### config.mk
export PLATFORM = sky130hd
export DESIGN_NAME = upsp_axis_sender
export DESIGN_NICKNAME = d
export VERILOG_FILES = /design/src/rtl/upsp_axis_sender_pkg.sv /design/src/rtl/upsp_axis_queue.sv /design/src/rtl/upsp_axis_sender.sv
export SDC_FILE = /design/constraint.sdc
export NUM_CORES = 1
export LEC_CHECK = 0
export BUFFER_PORTS_ARGS = -buffer_cell sky130_fd_sc_hd__buf_2
export CELL_PAD_IN_SITES_DETAIL_PLACEMENT = 0
export CELL_PAD_IN_SITES_GLOBAL_PLACEMENT = 2
export CORE_MARGIN = 4
export CORE_UTILIZATION = 38
export CTS_BUF_LIST = sky130_fd_sc_hd__clkbuf_16
export CTS_CLUSTER_SIZE = 20
export DETAILED_ROUTE_END_ITERATION = 10
export PLACE_DENSITY = 0.86
export SLEW_MARGIN = 15
export SYNTH_ARGS = -nofsm -noshare
export SYNTH_HDL_FRONTEND = slang
export SYNTH_SLANG_ARGS = --single-unit
### constraint.sdc
create_clock -name clk -period 3.19 [get_ports clk]
set_input_delay 0.319 -clock clk [delete_from_list [all_inputs] [get_ports clk]]
set_output_delay 0.319 -clock clk [all_outputs]
set_load 0.01 [all_outputs]
### src/rtl/upsp_axis_sender_pkg.sv
// Shared constants for the up-sampling output path (common with upsp_outbuf).
package upsp_axis_sender_pkg;

    localparam int PIXEL_WIDTH        = 24;
    localparam int DEF_DATA_WIDTH     = 96;
    localparam int DEF_DST_IMG_WIDTH  = 4096;
    localparam int DEF_DST_IMG_HEIGHT = 2160;
    localparam int DEF_QDEPTH         = 3;

    typedef struct packed {
        logic last;
        logic user;
    } axis_side_t;

    function automatic int pix_per_beat(input int data_width);
        return data_width / PIXEL_WIDTH;
    endfunction

endpackage

### src/rtl/upsp_axis_queue.sv
// In-order register FIFO; entry 0 is the head and drives the stream directly from a register.
module upsp_axis_queue #(
    parameter int  DATA_WIDTH = 96,
    parameter int  QDEPTH     = 3,
    localparam int CW         = $clog2(QDEPTH + 1)
) (
    input  logic                  clk,
    input  logic                  rst_n,
    input  logic                  push,
    input  logic                  pop,
    input  logic [DATA_WIDTH-1:0] wdata,
    output logic [DATA_WIDTH-1:0] head,
    output logic                  head_valid,
    output logic [CW-1:0]         count
);

    localparam logic [CW-1:0] CNT_ONE = CW'(1);

    logic [DATA_WIDTH-1:0] mem_r [QDEPTH];
    logic [DATA_WIDTH-1:0] mem_s [QDEPTH];
    logic [CW-1:0]         count_r;
    logic [CW-1:0]         count_s;
    logic [CW-1:0]         wr_idx_s;
    logic                  valid_r;
    logic                  do_pop_s;

    // Next state: shift toward the head on pop, then write into the first free slot
    always_comb begin
        mem_s    = mem_r;
        do_pop_s = pop & valid_r;
        if (do_pop_s) begin
            for (int i = 0; i < QDEPTH - 1; i++) begin
                mem_s[i] = mem_r[i + 1];
            end
            mem_s[QDEPTH - 1] = {DATA_WIDTH{1'b0}};
            wr_idx_s          = count_r - CNT_ONE;
        end else begin
            wr_idx_s = count_r;
        end
        if (push) begin
            for (int i = 0; i < QDEPTH; i++) begin
                mem_s[i] = (CW'(i) == wr_idx_s) ? wdata : mem_s[i];
            end
            count_s = wr_idx_s + CNT_ONE;
        end else begin
            count_s = wr_idx_s;
        end
    end

    // Storage, occupancy and head-valid registers
    always_ff @(posedge clk or negedge rst_n) begin
        if (!rst_n) begin
            for (int i = 0; i < QDEPTH; i++) begin
                mem_r[i] <= {DATA_WIDTH{1'b0}};
            end
            count_r <= {CW{1'b0}};
            valid_r <= 1'b0;
        end else begin
            mem_r   <= mem_s;
            count_r <= count_s;
            valid_r <= (count_s != {CW{1'b0}});
        end
    end

    assign head       = mem_r[0];
    assign head_valid = valid_r;
    assign count      = count_r;

endmodule

### src/rtl/upsp_axis_sender.sv
// Drains outbuf words into an AXI4-Stream video master (tuser=SOF, tlast=EOL) and pulses
// frame_done once the final beat of the destination frame has been accepted.
import upsp_axis_sender_pkg::*;

module upsp_axis_sender #(
    parameter int DATA_WIDTH     = DEF_DATA_WIDTH,
    parameter int DST_IMG_WIDTH  = DEF_DST_IMG_WIDTH,
    parameter int DST_IMG_HEIGHT = DEF_DST_IMG_HEIGHT,
    parameter int QDEPTH         = DEF_QDEPTH
) (
    input  logic                  clk,
    input  logic                  rst_n,
    input  logic                  buf_empty,
    input  logic [DATA_WIDTH-1:0] buf_rdata,
    output logic                  buf_rd,
    output logic                  m_axis_tvalid,
    input  logic                  m_axis_tready,
    output logic [DATA_WIDTH-1:0] m_axis_tdata,
    output logic                  m_axis_tlast,
    output logic                  m_axis_tuser,
    output logic                  frame_done
);

    localparam int                PPB      = pix_per_beat(DATA_WIDTH);
    localparam int                COL_W    = $clog2(DST_IMG_WIDTH);
    localparam int                ROW_W    = $clog2(DST_IMG_HEIGHT);
    localparam int                CW       = $clog2(QDEPTH + 1);
    localparam logic [COL_W-1:0]  COL_LAST = COL_W'(DST_IMG_WIDTH - PPB);
    localparam logic [COL_W-1:0]  COL_STEP = COL_W'(PPB);
    localparam logic [ROW_W-1:0]  ROW_LAST = ROW_W'(DST_IMG_HEIGHT - 1);
    localparam logic [ROW_W-1:0]  ROW_ONE  = ROW_W'(1);
    localparam logic [CW:0]       OCC_MAX  = (CW + 1)'(QDEPTH);

    logic                  inflight_r;
    logic [COL_W-1:0]      col_r;
    logic [COL_W-1:0]      col_s;
    logic [ROW_W-1:0]      row_r;
    logic [ROW_W-1:0]      row_s;
    axis_side_t            side_r;
    axis_side_t            side_s;
    logic                  frame_done_r;
    logic                  frame_end_s;
    logic                  rd_s;
    logic                  hs_s;
    logic [CW:0]           occ_s;
    logic [CW-1:0]         q_count_s;
    logic [DATA_WIDTH-1:0] q_data_s;
    logic                  q_valid_s;

    upsp_axis_queue #(
        .DATA_WIDTH (DATA_WIDTH),
        .QDEPTH     (QDEPTH)
    ) u_queue (
        .clk        (clk),
        .rst_n      (rst_n),
        .push       (inflight_r),
        .pop        (hs_s),
        .wdata      (buf_rdata),
        .head       (q_data_s),
        .head_valid (q_valid_s),
        .count      (q_count_s)
    );

    // Read issue reserves a slot for the word in flight; the rst_n term keeps buf_rd low during reset
    always_comb begin
        occ_s = {1'b0, q_count_s} + {{CW{1'b0}}, inflight_r};
        rd_s  = rst_n & ~buf_empty & (occ_s < OCC_MAX);
        hs_s  = q_valid_s & m_axis_tready;
    end

    // Outbuf returns data one clock after the pop, so push follows buf_rd by a cycle
    always_ff @(posedge clk or negedge rst_n) begin
        if (!rst_n) begin
            inflight_r <= 1'b0;
        end else begin
            inflight_r <= rd_s;
        end
    end

    // Position advances on handshake only; sideband is precomputed for the next head beat
    always_comb begin
        row_s       = row_r;
        frame_end_s = hs_s & (col_r == COL_LAST) & (row_r == ROW_LAST);
        if (hs_s) begin
            if (col_r == COL_LAST) begin
                col_s = {COL_W{1'b0}};
                if (row_r == ROW_LAST) begin
                    row_s = {ROW_W{1'b0}};
                end else begin
                    row_s = row_r + ROW_ONE;
                end
            end else begin
                col_s = col_r + COL_STEP;
            end
        end else begin
            col_s = col_r;
        end
        side_s.last = (col_s == COL_LAST);
        side_s.user = (col_s == {COL_W{1'b0}}) & (row_s == {ROW_W{1'b0}});
    end

    // Position, sideband and frame_done registers
    always_ff @(posedge clk or negedge rst_n) begin
        if (!rst_n) begin
            col_r        <= {COL_W{1'b0}};
            row_r        <= {ROW_W{1'b0}};
            side_r       <= '{last: 1'b0, user: 1'b0};
            frame_done_r <= 1'b0;
        end else begin
            col_r        <= col_s;
            row_r        <= row_s;
            side_r       <= side_s;
            frame_done_r <= frame_end_s;
        end
    end

    assign buf_rd        = rd_s;
    assign m_axis_tvalid = q_valid_s;
    assign m_axis_tdata  = q_data_s;
    assign m_axis_tlast  = side_r.last;
    assign m_axis_tuser  = side_r.user;
    assign frame_done    = frame_done_r;

endmodule

==> flow_summary.json <==
{
  "async_flop_share_pct": 100,
  "yosysUniqueCellTypes": 48,
  "detailroute.via_count": 9963,
  "dpl.hpwl_um": 20200,
  "floorplan.core_area_mm2": 0.0375,
  "rsz_0062_raised_after_global_routing": "false",
  "post_synth_inst_count": 1309,
  "timing.reg2reg.setup_slack_ns": 0.59,
  "ys.flop_type": "sky130_fd_sc_hd__dfrtp_1",
  "finish.cell_count_without_fillers": 1995,
  "grt_antenna_before_repair": 2,
  "ioPinCount": 201,
  "yosysWarnings": 0,
  "first_iter_violations": 443,
  "worst_setup_path_start_kind": "flop",
  "synth.ff_latch_count": 319,
  "hold_path_startpoint": "buf_rdata[59]",
  "worst_r2r_endpoint": "m_axis_tuser$_DFF_PN0_",
  "drive_above_1_share_pct": 19.1,
  "slew-limit-headroom_pct": 20.2,
  "timing.fmax_mhz": 384,
  "end_kind": "output port",
  "route.antenna.remaining_nets": 0,
  "wirelength_um": 34100,
  "grt_first_pass_wirelength_um": 56300,
  "synthesis.nets": 1416,
  "post-cts-setup-buffer-count": 0,
  "numPlacedInstances": 1851,
  "die_height_um": 203,
  "drcViolationCount": 0,
  "cts-root-to-sink-buffers": 3,
  "total_leakage_power_nw": 8.65,
  "period_share_pct": 81.7,
  "power_per_cell_area_mw_per_mm2": 855,
  "synthesis.area_per_instance_um2": 11.0,
  "final.setup_skew_ns": 0.0125,
  "grt_pass1_vias": 10300,
  "critical_path_class": "reg2out",
  "globalRouteOverflowTotal": 0,
  "synth_edf_count": 0,
  "setup_viol": 0,
  "clock-root-buffer": "sky130_fd_sc_hd__clkbuf_16",
  "gpl.final_weighted_congestion": 0.725,
  "core.rowCount": 71,
  "cts_resized": 0,
  "status": "finished clean",
  "synth_sequential_area_ratio_pct": 55.4,
  "io_buffers": 200,
  "cp_max_fo": 7,
  "max_cap_viol_count": 0,
  "design.die.area_mm2": 0.0411,
  "clkSlewWorstSetupHoldPaths_ns": 0.06,
  "num-fill-cells": 3540,
  "fin_worst_hold_slack_ns": 0.0372,
  "finalWorstPathRequiredPeriod_ns": 2.61,
  "vdd_drop_max_v": 0.000453,
  "count_of_hold_buffers_inserted_by_post_cts_repair": 79,
  "dr.pass1.iters": 5,
  "initial_core_util_pct": 38.4,
  "post_synth_instance_area_mm2": 0.0144,
  "nNetsFinal": 1564,
  "timing_hold_violations_final": 0,
  "drt-vias-per-instance": 4.99,
  "whs_path_depth": 3,
  "critical_path_required_ns": 2.87,
  "tritoncts_buffer_count": 36,
  "fin_tns_setup_ns": 0,
  "cp_data_arrival_time_ns": 2.29,
  "synthToLayoutAreaGrowth_pct": 19.2,
  "tritoncts": "built",
  "final_core_utilization_pct": 45.8,
  "final-max-slew-violation-count": 0,
  "cts.sinks": 319,
  "htree_depth": 2,
  "largest_net_degree_at_the_start_of_global_routing": 150,
  "globalRouteTotalUtil_pct": 16.5,
  "routedWlPerCell_um": 17.1,
  "horizontal_extent_of_the_die_um": 203,
  "r2r.worst_path.cells": 6,
  "timing_worst_slew_pin_value_ns": 1.20,
  "regToRegStartpoint": "row_r[7]$_DFF_PN0_",
  "hold-path-endpoint": "u_queue.head[59]$_DFF_PN0_",
  "worst_skew_pair.late_latency_ns": 0.53,
  "min_path_type": "in2reg"
}
## cells in the final DEF, fill, tap and decap left out, drive strengths merged, types with 6 or more instances in the layout
cell type,count
buf,218
nor2,9
nand3,10
dlygate4sd3,79
nand4,6
clkinv,12
mux2i,194
a22o,98
xnor2,6
a21oi,6
dfrtp,319
nand2,207
inv,15
ha,7
o21ai,201
and2,6
clkbuf,37
## cell families after synthesis
family / share of synthesized area, %
AND/OR/NAND/NOR: 8.38
multiplexers: 13.6
XOR/XNOR: 0.669
AO/OA/AOI/OAI: 13.7
flip-flops: 55.4
adder cells (fa/ha/maj): 0.608
buffers and inverters: 7.59
## critical path: stages (launching register included)
cell	delay [ns]
sky130_fd_sc_hd__dfrtp_1	0.46
sky130_fd_sc_hd__ha_1	0.23
sky130_fd_sc_hd__ha_1	0.26
sky130_fd_sc_hd__a2111oi_0	0.56
sky130_fd_sc_hd__buf_2	0.25
## report_power, final
group | switching (mW) | internal (mW)
Combinational | 2.32 | 1.85
Sequential | 0.856 | 5.56
Clock | 1.66 | 2.43
Total | 4.84 | 9.84
## per-layer routing
metal | routed length, um | GRT usage [%]
met5 | 9 | 0
met4 | 682 | 4.92
met3 | 1700 | 3.43
met2 | 15900 | 27.1
met1 | 15800 | 22.3
## cell type report
cell class,count,area (um^2),share of cell area [%]
flip-flops and latches,319,7980,46.5
clock buffers,37,926,5.39
repair buffers,297,2010,11.7
inverters,6,22.5,0.131
well taps,511,639,3.73
diodes,1,2.50,0.0146
clock inverters,27,229,1.33
multi-input cells,797,5350,31.2
## per-stage QoR
step	total power [mW]	area, um^2	setup slack [ns]
finish	14.7	17200	0.584
global route	15.7	17200	0.302
CTS	14.9	17200	0.511
detailed placement	10.6	15200	0.565
global placement	10.5	15200	0.640
floorplan	9.68	14400	0.683
## worst max path at each step
stage,end,slack [ns],start
after floorplan,u_queue.mem_r[66]$_DFF_PN0_,0.68,u_queue.head_valid$_DFF_PN0_
after global routing,u_queue.mem_r[117]$_DFF_PN0_,0.30,u_queue.head_valid$_DFF_PN0_
after CTS,buf_rd,0.51,inflight_r$_DFF_PN0_
after global placement,m_axis_tuser$_DFF_PN0_,0.64,row_r[7]$_DFF_PN0_
after detailed placement,u_queue.mem_r[109]$_DFF_PN0_,0.57,u_queue.head_valid$_DFF_PN0_
final,buf_rd,0.58,inflight_r$_DFF_PN0_
## synthesized netlist by cell type, drive strengths merged (3+ instances only)
cell type / instances / area share, %
o21ai: 201 / 7.0
buf: 109 / 5.4
xnor2: 6 / 0.36
nand3: 10 / 0.35
xor2: 5 / 0.30
nand2: 207 / 5.4
nand4: 6 / 0.30
inv: 6 / 0.16
and2: 6 / 0.26
nor4: 5 / 0.47
clkbuf: 78 / 2.0
mux2i: 194 / 13
or4: 5 / 0.31
a21oi: 6 / 0.21
nor2: 9 / 0.23
dfrtp: 319 / 55
or3: 3 / 0.13
ha: 7 / 0.61
and3: 5 / 0.22
a22o: 98 / 6.0
## registers in the layout, summed over array words and instances (netlist names)
signal,count
col_r,12
frame_done,1
u_queue.head,96
u_queue.head_valid,1
m_axis_tuser,1
inflight_r,1
m_axis_tlast,1
row_r,12
u_queue.count,2
u_queue.mem_r,192
No activity file was read; power rests on OpenSTA's default activity.
